$ cat src/rtl/mandelbrot_pixel_sequencer_if.sv
// Handshake bundle between the pixel sequencer, the Mandelbrot engine,
// the framebuffer writer and the frame start/abort control.
interface mandelbrot_pixel_sequencer_if #(
   parameter int ITER_W = 6
);
   logic              start;
   logic              abort;
   logic [9:0]        pixel_x;
   logic [9:0]        pixel_y;
   logic              pixel_valid;
   logic              result_valid;
   logic              busy;
   logic [ITER_W-1:0] iteration_count;
   logic              wr_en;
   logic              wr_ready;
   logic [9:0]        wr_x;
   logic [9:0]        wr_y;
   logic [ITER_W-1:0] wr_data;
   logic              frame_busy;
   logic              frame_done;
   logic [18:0]       pixels_done;

   modport master (
      input  start, abort, result_valid, busy, iteration_count, wr_ready,
      output pixel_x, pixel_y, pixel_valid, wr_en, wr_x, wr_y, wr_data,
             frame_busy, frame_done, pixels_done
   );

   modport slave (
      output start, abort, result_valid, busy, iteration_count, wr_ready,
      input  pixel_x, pixel_y, pixel_valid, wr_en, wr_x, wr_y, wr_data,
             frame_busy, frame_done, pixels_done
   );
endinterface

$ cat src/rtl/mandelbrot_pixel_sequencer.sv
// Raster-order pixel scheduler: feeds one pixel at a time to the engine and
// forwards each iteration count as a coordinate-tagged framebuffer write.
module mandelbrot_pixel_sequencer #(
   parameter int H_PIXELS = 640,
   parameter int V_PIXELS = 480,
   parameter int ITER_W   = 6
) (
   input  logic                          clk,
   input  logic                          rst_n,
   mandelbrot_pixel_sequencer_if.master  bus
);

   typedef enum logic [2:0] {
      S_IDLE,
      S_WAIT_RESULT,
      S_WRITE,
      S_RELEASE,
      S_FLUSH
   } state_t;

   localparam logic [9:0] X_LAST = 10'(H_PIXELS - 1);
   localparam logic [9:0] Y_LAST = 10'(V_PIXELS - 1);

   state_t            r_state,       w_state_nxt;
   logic [9:0]        r_pixel_x,     w_pixel_x_nxt;
   logic [9:0]        r_pixel_y,     w_pixel_y_nxt;
   logic              r_pixel_valid, w_pixel_valid_nxt;
   logic              r_wr_en,       w_wr_en_nxt;
   logic [9:0]        r_wr_x,        w_wr_x_nxt;
   logic [9:0]        r_wr_y,        w_wr_y_nxt;
   logic [ITER_W-1:0] r_wr_data,     w_wr_data_nxt;
   logic              r_frame_busy,  w_frame_busy_nxt;
   logic              r_frame_done,  w_frame_done_nxt;
   logic [18:0]       r_pixels_done, w_pixels_done_nxt;
   logic              w_last_pixel;

   assign w_last_pixel = (r_pixel_x == X_LAST) && (r_pixel_y == Y_LAST);

   // NOTE: every signal written here gets its hold value first, so no path
   // through the case statement can leave one unassigned and infer a latch.
   always_comb begin
      w_state_nxt       = r_state;
      w_pixel_x_nxt     = r_pixel_x;
      w_pixel_y_nxt     = r_pixel_y;
      w_pixel_valid_nxt = r_pixel_valid;
      w_wr_en_nxt       = r_wr_en;
      w_wr_x_nxt        = r_wr_x;
      w_wr_y_nxt        = r_wr_y;
      w_wr_data_nxt     = r_wr_data;
      w_frame_busy_nxt  = r_frame_busy;
      w_frame_done_nxt  = 1'b0;
      w_pixels_done_nxt = r_pixels_done;

      case (r_state)
         S_IDLE: begin
            // abort beats a simultaneous start
            if (bus.start && !bus.abort) begin
               w_pixel_x_nxt     = '0;
               w_pixel_y_nxt     = '0;
               w_pixel_valid_nxt = 1'b1;
               w_pixels_done_nxt = '0;
               w_frame_busy_nxt  = 1'b1;
               w_state_nxt       = S_WAIT_RESULT;
            end
         end

         S_WAIT_RESULT: begin
            if (bus.abort) begin
               w_pixel_valid_nxt = 1'b0;
               w_wr_en_nxt       = 1'b0;
               w_state_nxt       = S_FLUSH;
            end else if (bus.result_valid) begin
               w_wr_data_nxt     = bus.iteration_count;
               w_wr_x_nxt        = r_pixel_x;
               w_wr_y_nxt        = r_pixel_y;
               w_wr_en_nxt       = 1'b1;
               w_pixel_valid_nxt = 1'b0;
               w_state_nxt       = S_WRITE;
            end
         end

         S_WRITE: begin
            if (bus.wr_ready) begin
               // an accepted write is counted even if abort arrives with it
               w_wr_en_nxt       = 1'b0;
               w_pixels_done_nxt = r_pixels_done + 19'd1;
               w_state_nxt       = bus.abort ? S_FLUSH : S_RELEASE;
            end else if (bus.abort) begin
               w_wr_en_nxt = 1'b0;
               w_state_nxt = S_FLUSH;
            end
         end

         S_RELEASE: begin
            if (bus.abort) begin
               w_state_nxt = S_FLUSH;
            end else if (!bus.busy) begin
               if (w_last_pixel) begin
                  w_frame_done_nxt = 1'b1;
                  w_frame_busy_nxt = 1'b0;
                  w_state_nxt      = S_IDLE;
               end else begin
                  if (r_pixel_x == X_LAST) begin
                     w_pixel_x_nxt = '0;
                     w_pixel_y_nxt = r_pixel_y + 10'd1;
                  end else begin
                     w_pixel_x_nxt = r_pixel_x + 10'd1;
                  end
                  w_pixel_valid_nxt = 1'b1;
                  w_state_nxt       = S_WAIT_RESULT;
               end
            end
         end

         S_FLUSH: begin
            if (!bus.busy) begin
               w_frame_busy_nxt = 1'b0;
               w_state_nxt      = S_IDLE;
            end
         end

         default: w_state_nxt = S_IDLE;
      endcase
   end

   // NOTE: state is updated with non-blocking assignments so every register
   // samples pre-edge values, independent of statement or process order.
   always_ff @(posedge clk or negedge rst_n) begin
      if (!rst_n) begin
         r_state       <= S_IDLE;
         r_pixel_x     <= '0;
         r_pixel_y     <= '0;
         r_pixel_valid <= 1'b0;
         r_wr_en       <= 1'b0;
         r_wr_x        <= '0;
         r_wr_y        <= '0;
         r_wr_data     <= '0;
         r_frame_busy  <= 1'b0;
         r_frame_done  <= 1'b0;
         r_pixels_done <= '0;
      end else begin
         r_state       <= w_state_nxt;
         r_pixel_x     <= w_pixel_x_nxt;
         r_pixel_y     <= w_pixel_y_nxt;
         r_pixel_valid <= w_pixel_valid_nxt;
         r_wr_en       <= w_wr_en_nxt;
         r_wr_x        <= w_wr_x_nxt;
         r_wr_y        <= w_wr_y_nxt;
         r_wr_data     <= w_wr_data_nxt;
         r_frame_busy  <= w_frame_busy_nxt;
         r_frame_done  <= w_frame_done_nxt;
         r_pixels_done <= w_pixels_done_nxt;
      end
   end

   assign bus.pixel_x     = r_pixel_x;
   assign bus.pixel_y     = r_pixel_y;
   assign bus.pixel_valid = r_pixel_valid;
   assign bus.wr_en       = r_wr_en;
   assign bus.wr_x        = r_wr_x;
   assign bus.wr_y        = r_wr_y;
   assign bus.wr_data     = r_wr_data;
   assign bus.frame_busy  = r_frame_busy;
   assign bus.frame_done  = r_frame_done;
   assign bus.pixels_done = r_pixels_done;

endmodule

$ cat src/flat_wrapper.sv
// flat-port wrapper written by rule: the top's interface ports become plain ports
module mandelbrot_pixel_sequencer_flat 
#(
   parameter int H_PIXELS = 640,
   parameter int V_PIXELS = 480,
   parameter int ITER_W   = 6
)
  (clk, rst_n, bus_start, bus_abort, bus_result_valid, bus_busy, bus_iteration_count, bus_wr_ready, bus_pixel_x, bus_pixel_y, bus_pixel_valid, bus_wr_en, bus_wr_x, bus_wr_y, bus_wr_data, bus_frame_busy, bus_frame_done, bus_pixels_done);
  mandelbrot_pixel_sequencer_if #(.ITER_W(ITER_W)) bus_i ();
  input  logic clk;
  input  logic rst_n;
  input wire logic [$bits(bus_i.start)-1:0] bus_start;
  input wire logic [$bits(bus_i.abort)-1:0] bus_abort;
  input wire logic [$bits(bus_i.result_valid)-1:0] bus_result_valid;
  input wire logic [$bits(bus_i.busy)-1:0] bus_busy;
  input wire logic [$bits(bus_i.iteration_count)-1:0] bus_iteration_count;
  input wire logic [$bits(bus_i.wr_ready)-1:0] bus_wr_ready;
  output wire logic [$bits(bus_i.pixel_x)-1:0] bus_pixel_x;
  output wire logic [$bits(bus_i.pixel_y)-1:0] bus_pixel_y;
  output wire logic [$bits(bus_i.pixel_valid)-1:0] bus_pixel_valid;
  output wire logic [$bits(bus_i.wr_en)-1:0] bus_wr_en;
  output wire logic [$bits(bus_i.wr_x)-1:0] bus_wr_x;
  output wire logic [$bits(bus_i.wr_y)-1:0] bus_wr_y;
  output wire logic [$bits(bus_i.wr_data)-1:0] bus_wr_data;
  output wire logic [$bits(bus_i.frame_busy)-1:0] bus_frame_busy;
  output wire logic [$bits(bus_i.frame_done)-1:0] bus_frame_done;
  output wire logic [$bits(bus_i.pixels_done)-1:0] bus_pixels_done;
  assign bus_i.start = bus_start;
  assign bus_i.abort = bus_abort;
  assign bus_i.result_valid = bus_result_valid;
  assign bus_i.busy = bus_busy;
  assign bus_i.iteration_count = bus_iteration_count;
  assign bus_i.wr_ready = bus_wr_ready;
  assign bus_pixel_x = bus_i.pixel_x;
  assign bus_pixel_y = bus_i.pixel_y;
  assign bus_pixel_valid = bus_i.pixel_valid;
  assign bus_wr_en = bus_i.wr_en;
  assign bus_wr_x = bus_i.wr_x;
  assign bus_wr_y = bus_i.wr_y;
  assign bus_wr_data = bus_i.wr_data;
  assign bus_frame_busy = bus_i.frame_busy;
  assign bus_frame_done = bus_i.frame_done;
  assign bus_pixels_done = bus_i.pixels_done;
  mandelbrot_pixel_sequencer #(.H_PIXELS(H_PIXELS), .V_PIXELS(V_PIXELS), .ITER_W(ITER_W)) u_core (.clk(clk), .rst_n(rst_n), .bus(bus_i));
endmodule
$ cat config.mk
export PLATFORM = sky130hd
export DESIGN_NAME = mandelbrot_pixel_sequencer_flat
export DESIGN_NICKNAME = d
export VERILOG_FILES = /design/src/rtl/mandelbrot_pixel_sequencer_if.sv /design/src/rtl/mandelbrot_pixel_sequencer.sv /design/src/flat_wrapper.sv
export SDC_FILE = /design/constraint.sdc
export NUM_CORES = 1
export LEC_CHECK = 0
export CELL_PAD_IN_SITES_DETAIL_PLACEMENT = 1
export CELL_PAD_IN_SITES_GLOBAL_PLACEMENT = 1
export CORE_AREA = 4 4 120 122
export DETAILED_ROUTE_END_ITERATION = 12
export DIE_AREA = 0 0 124 126
export DONT_BUFFER_PORTS = 1
export PLACE_DENSITY = 0.61
export SYNTH_ARGS = -nofsm -noshare
export SYNTH_HDL_FRONTEND = slang
export SYNTH_SLANG_ARGS = --single-unit
$ cat constraint.sdc
create_clock -name clk -period 3 [get_ports clk]
set_input_delay 0.6 -clock clk [delete_from_list [all_inputs] [get_ports clk]]
set_output_delay 0.6 -clock clk [all_outputs]
set_load 0.02 [all_outputs]
Word level (Yosys, flattened, before mapping)
Cells that the tools add are included.
- output and inout port bits: 69
- input bits: 13
- flip-flop bits (word level): 72
- equal/unequal tests: 17
- bitwise logic cells: 1
- $add $sub $neg: 3
- reductions and logical operators: 17
- muxes and demuxes: 46
- operator list (cell ; count):
    $mux 10 ; 9
    $pmux 10 s2 ; 2
    $mux 19 ; 2
    $pmux 19 s2 ; 1
    $mux 3 ; 9
    $add 10x1->10 const B ; 2
    $add 19x1->19 const B ; 1
    $mux 1 ; 19
    $reduce_and 6->1 ; 3
    $pmux 3 s5 ; 1
    $eq 10x10->1 const B ; 1
    $eq 10x9->1 const B ; 1
    $ne 2x2->1 const B ; 5
    $reduce_and 5->1 ; 2
    $ne 3x3->1 const B ; 3
    $reduce_and 3->1 ; 3
    $eq 3x2->1 const B ; 2
    $ne 2x1->1 const B ; 3
    $pmux 1 s3 ; 2
    $reduce_bool 2->1 ; 3
    $reduce_bool 3->1 ; 2
    $eq 3x1->1 const B ; 1
    $eq 3x3->1 const B ; 1
    $logic_not 3->1 ; 1
    4 further kinds ; 5

Logic depth before layout (Yosys ltp)
- word-level depth: 6
- mapped depth: 7

Worst setup path after synthesis
Ideal clock, no wire load.
- path kind: input-to-reg
- start point: input port bus_abort
- end point: register u_core.r_pixel_y[5] (netlist: u_core.bus.pixel_y[5])
- setup slack: 0.850 ns
- path buffers: 1
- stages: 5
- data arrival time: 2.024 ns
- setup time: 0.126 ns
- cell sequence: clkbuf_1 or2_2 a21o_1 or3_4 a221o_1
- word-level cells in the longest chain between the ends: 4
- elaborated cells on any way between the ends: 5
- those cells by class: eq/ne (2); reduce/logical (3)
- ends and longest elaborated chain (item ; RTL line ; source):
    start: declaration ; flat_wrapper.sv:13 ; input wire logic [$bits(bus_i.abort)-1:0] bus_abort;
    $logic_not 1->1 ; mandelbrot_pixel_sequencer.sv:57 ; if (bus.start && !bus.abort) begin
    $logic_and 1x1->1 ; mandelbrot_pixel_sequencer.sv:57 ;
    $ne 2x1->1 (no source line) ; -- ;
    $reduce_and 6->1 (no source line) (*) ; -- ;
    end signal: assignment ; mandelbrot_pixel_sequencer.sv:144 ; r_pixel_y <= w_pixel_y_nxt;
    end: declaration ; mandelbrot_pixel_sequencer.sv:26 ; logic [9:0] r_pixel_y, w_pixel_y_nxt;
Every way passes the cells marked *; elsewhere a longest branch is shown, timed or not.
A chain may end at the register's enable or synchronous reset.

Final worst setup path
- start point: register u_core.r_state[1]
- end point: register u_core.r_pixel_y[8] (netlist: u_core.bus.pixel_y[8])
- word-level cells in the longest chain between the ends: 3
- elaborated cells on any way between the ends: 10
- those cells by class: eq/ne (6); mux (1); reduce/logical (3)
- ends and longest elaborated chain (item ; RTL line ; source):
    start: declaration ; mandelbrot_pixel_sequencer.sv:24 ; state_t r_state, w_state_nxt;
    start signal: assignment ; mandelbrot_pixel_sequencer.sv:142 ; r_state <= w_state_nxt;
    $eq 3x2->1 / $logic_not 3->1 (equally long branches) ; mandelbrot_pixel_sequencer.sv:54 ; case (r_state)
    $ne 2x1->1 (no source line), or another cell as far along ; -- ;
    $reduce_and 6->1 (no source line) ; -- ;
Parallel ways exist; a longest one is shown, timed or not.

==> impl_metrics.yaml <==
run_status:
  outcome: "completed"
place:
  place_congestion: 0.763
  io_buffers: 0
  dpl_cell_area_um2: 3870
  hpwl_um: 6960
  dp_cells: 518
pwr:
  p_total_w: 0.00284
  vdd_drop_max_v: 0.000243
  leakage_nw: 1.77
  power.density_nw_per_um2: 680
worst_setup_path:
  path_cells: "or3b_4 -> a21o_1 -> or3_4 -> a221o_1"
  startpoint_type: "flip-flop"
  slowest_delay_ns: 0.60
  cp-end-kind: "flip-flop"
  critical_path_arrival_ns: 2.62
  critical_path.max_fanout: 21
  crit_required_ns: 3.22
  slowest_stage: "dfrtp_1"
  worstSetupPathType: "reg2reg"
  path_buf_inv: 0
  crit_family: "simple AND/OR/NAND/NOR gates"
floorplan:
  coreArea_um2: 13200
  io_pins: 82
  die_w_um: 124
  die_area_um2: 15600
  initial_utilization_pct: 27.7
  fp.dieH_um: 126
  rows: 42
detailed_routing:
  dr_total_vias: 2900
  wirelength_um: 9890
  drc: 0
  antenna_left: 0
  dr.first_iter.drc_count: 94
  avgRoutedWirePerCell_um: 18.6
  viasPerCell: 5.45
  firstDrtPassIters: 4
timing:
  fmaxAchievable_ghz: 0.417
  period_needed_ns: 2.40
  slew_violations: 0
  grt_setup_unrepaired: "false"
  period_share_pct: 80.0
  worst_pin_slew_ns: 1.03
  fin_skew_ns: 0.00873
  relSlewSlack_pct: 30.8
  setup_tns_ns: 0
  setup_violations: 0
  finalHoldViolations: 0
cts:
  cts_tree: "done"
  clock_latency_ns: 0.34
  postCtsSetupBuffers: 0
  cts.clk_slew.worst_paths_ns: 0.06
  cts_sinks: 72
  cts_buffer_depth: 2
  clockRootBuffer: "clkbuf_16"
  htreeDepth: 3
  cts_made_buffers: 9
yosys:
  syn_area_um2: 3660
  mappedNetlistNets: 366
  ys_warn_count: 0
  async_flop_share_pct: 100
  ys_seq_area_share_pct: 49.3
  synthCells: 350
  ys.flop_type: "dfrtp_1"
  ys_ff_latch: 72
  ys_types: 54
  synth_edf_count: 0
  syn_avg_cell_area_um2: 10.4
grt:
  grt_antenna_before_repair: 0
  grt_pass1_wl_um: 16300
  grt_pass1_vias: 3073
  grt_max_degree: 73
  overflow: 0
  grt_usage_pct: 13.4
job:
  cap_viol_max_count: 0
finish:
  fin_nets: 370
  final_cells: 532
  areaGrowthSynthToFinish_pct: 14.1
  stdcell_area_um2: 4170
  antenna_cells: 0
  layout-drive-gt1-share_pct: 15.2
  final_common_cell: "dfrtp_1"
  mostFrequentLayoutCells: "dfrtp_1, mux2_2, nand2_1, o21ai_0, a21oi_1"
  fin_util_pct: 31.6
  final.fill_count: 1466
min_path:
  min_path_type: "in2async"
## repair_timing
action	CTS	global route
resized for setup	0	0
endpoints found under the hold margin	72	0
hold buffers	1	0
## layout make-up
cell class / count / area, µm² / area share [%]
Timing Repair Buffer: 10 / 95.1 / 2.28
Tap cell: 176 / 220 / 5.28
Clock inverter: 1 / 30.0 / 0.720
Multi-Input combinational cell: 252 / 1750 / 41.8
Sequential cell: 72 / 1800 / 43.2
Inverter: 9 / 33.8 / 0.810
Clock buffer: 12 / 246 / 5.91
## stage by stage
step | worst slack (ns) | hold WS, ns
after floorplan | 0.850 | 0.304
after global placement | 0.660 | 0.306
after detailed placement | 0.614 | 0.307
after CTS | 0.619 | 0.162
after global routing | 0.390 | 0.177
final | 0.600 | 0.156
## kinds of logic after synthesis
group | share of synthesized area [%]
buffers and inverters | 3.08
AOI/OAI and AO/OA | 16.4
and+or+nand+nor | 19.4
muxes | 9.65
adders and majority gates | 1.03
xor gates and xnor gates | 1.20
DFF | 49.3
## power by group
group	switching (W)	leakage, nW	internal (W)
clock	0.000396	0.135	0.000653
sequential	0.000288	0.984	0.00109
combinational	0.000212	0.652	0.000194
## state kept, by name, indices dropped and copies added, names as in the netlist, 3 cells and up
register,count
u_core.bus.wr_data,6
u_core.bus.pixels_done,19
u_core.bus.wr_y,10
u_core.bus.wr_x,10
u_core.r_state,3
u_core.bus.pixel_y,10
u_core.bus.pixel_x,10
## metal layers
metal	wire length, µm	global-route usage [%]	share of wire [%]	up-vias
met5	0	0	0	-
met4	258	7.02	2.6	0
met3	708	4.30	7.2	17
met2	4700	20.7	47	83
met1	4230	16.6	43	1460
li1	-	-	-	1340
## cell usage after synthesis (all sizes together), types with 2 or more instances
master	instances	area share, %
xor2	4	0.96
a31oi	5	0.86
buf	8	1.2
o211ai	9	1.8
a2111oi	2	0.48
o21ai	24	3.3
and4	5	1.2
nand4	11	1.9
nor3b	2	0.55
dfrtp	72	49
a221oi	4	0.96
and2	5	0.86
nand3	15	2.1
nand2b	4	0.68
and3	10	1.7
nand3b	3	0.62
mux2	26	8.0
nor2	14	1.4
clkbuf	9	0.92
nand2	24	2.5
or4	7	1.4
or3	7	1.3
o311ai	2	0.48
a221o	4	1.1
ha	3	1.0
o41ai	2	0.48
a21o	3	0.62
o31ai	9	1.8
inv	9	0.92
mux2i	6	1.6
nor4	3	0.92
nor2b	2	0.34
nor3	6	0.82
a21oi	16	2.2
## final timing paths
kind / from / to / slack (ns) / cells past startpoint
max: u_core.r_state[1]$_DFFE_PN0P_ / u_core.bus.pixel_y[8]$_DFFE_PN0P_ / 0.60 / 4
min: rst_n / u_core.bus.pixels_done[8]$_DFFE_PN0P_ / 0.16 / 1
max reg2reg: u_core.r_state[1]$_DFFE_PN0P_ / u_core.bus.pixel_y[8]$_DFFE_PN0P_ / 0.60 / 4
min reg2reg: u_core.bus.pixel_valid$_DFFE_PN0P_ / u_core.bus.pixel_valid$_DFFE_PN0P_ / 0.66 / 1
max in group asynchronous: rst_n / u_core.bus.pixel_x[8]$_DFFE_PN0P_ / 2.55 / 1
min in group clk: bus_busy / u_core.bus.frame_done$_DFF_PN0_ / 0.33 / 1
No activity file was read; power rests on OpenSTA's default activity.
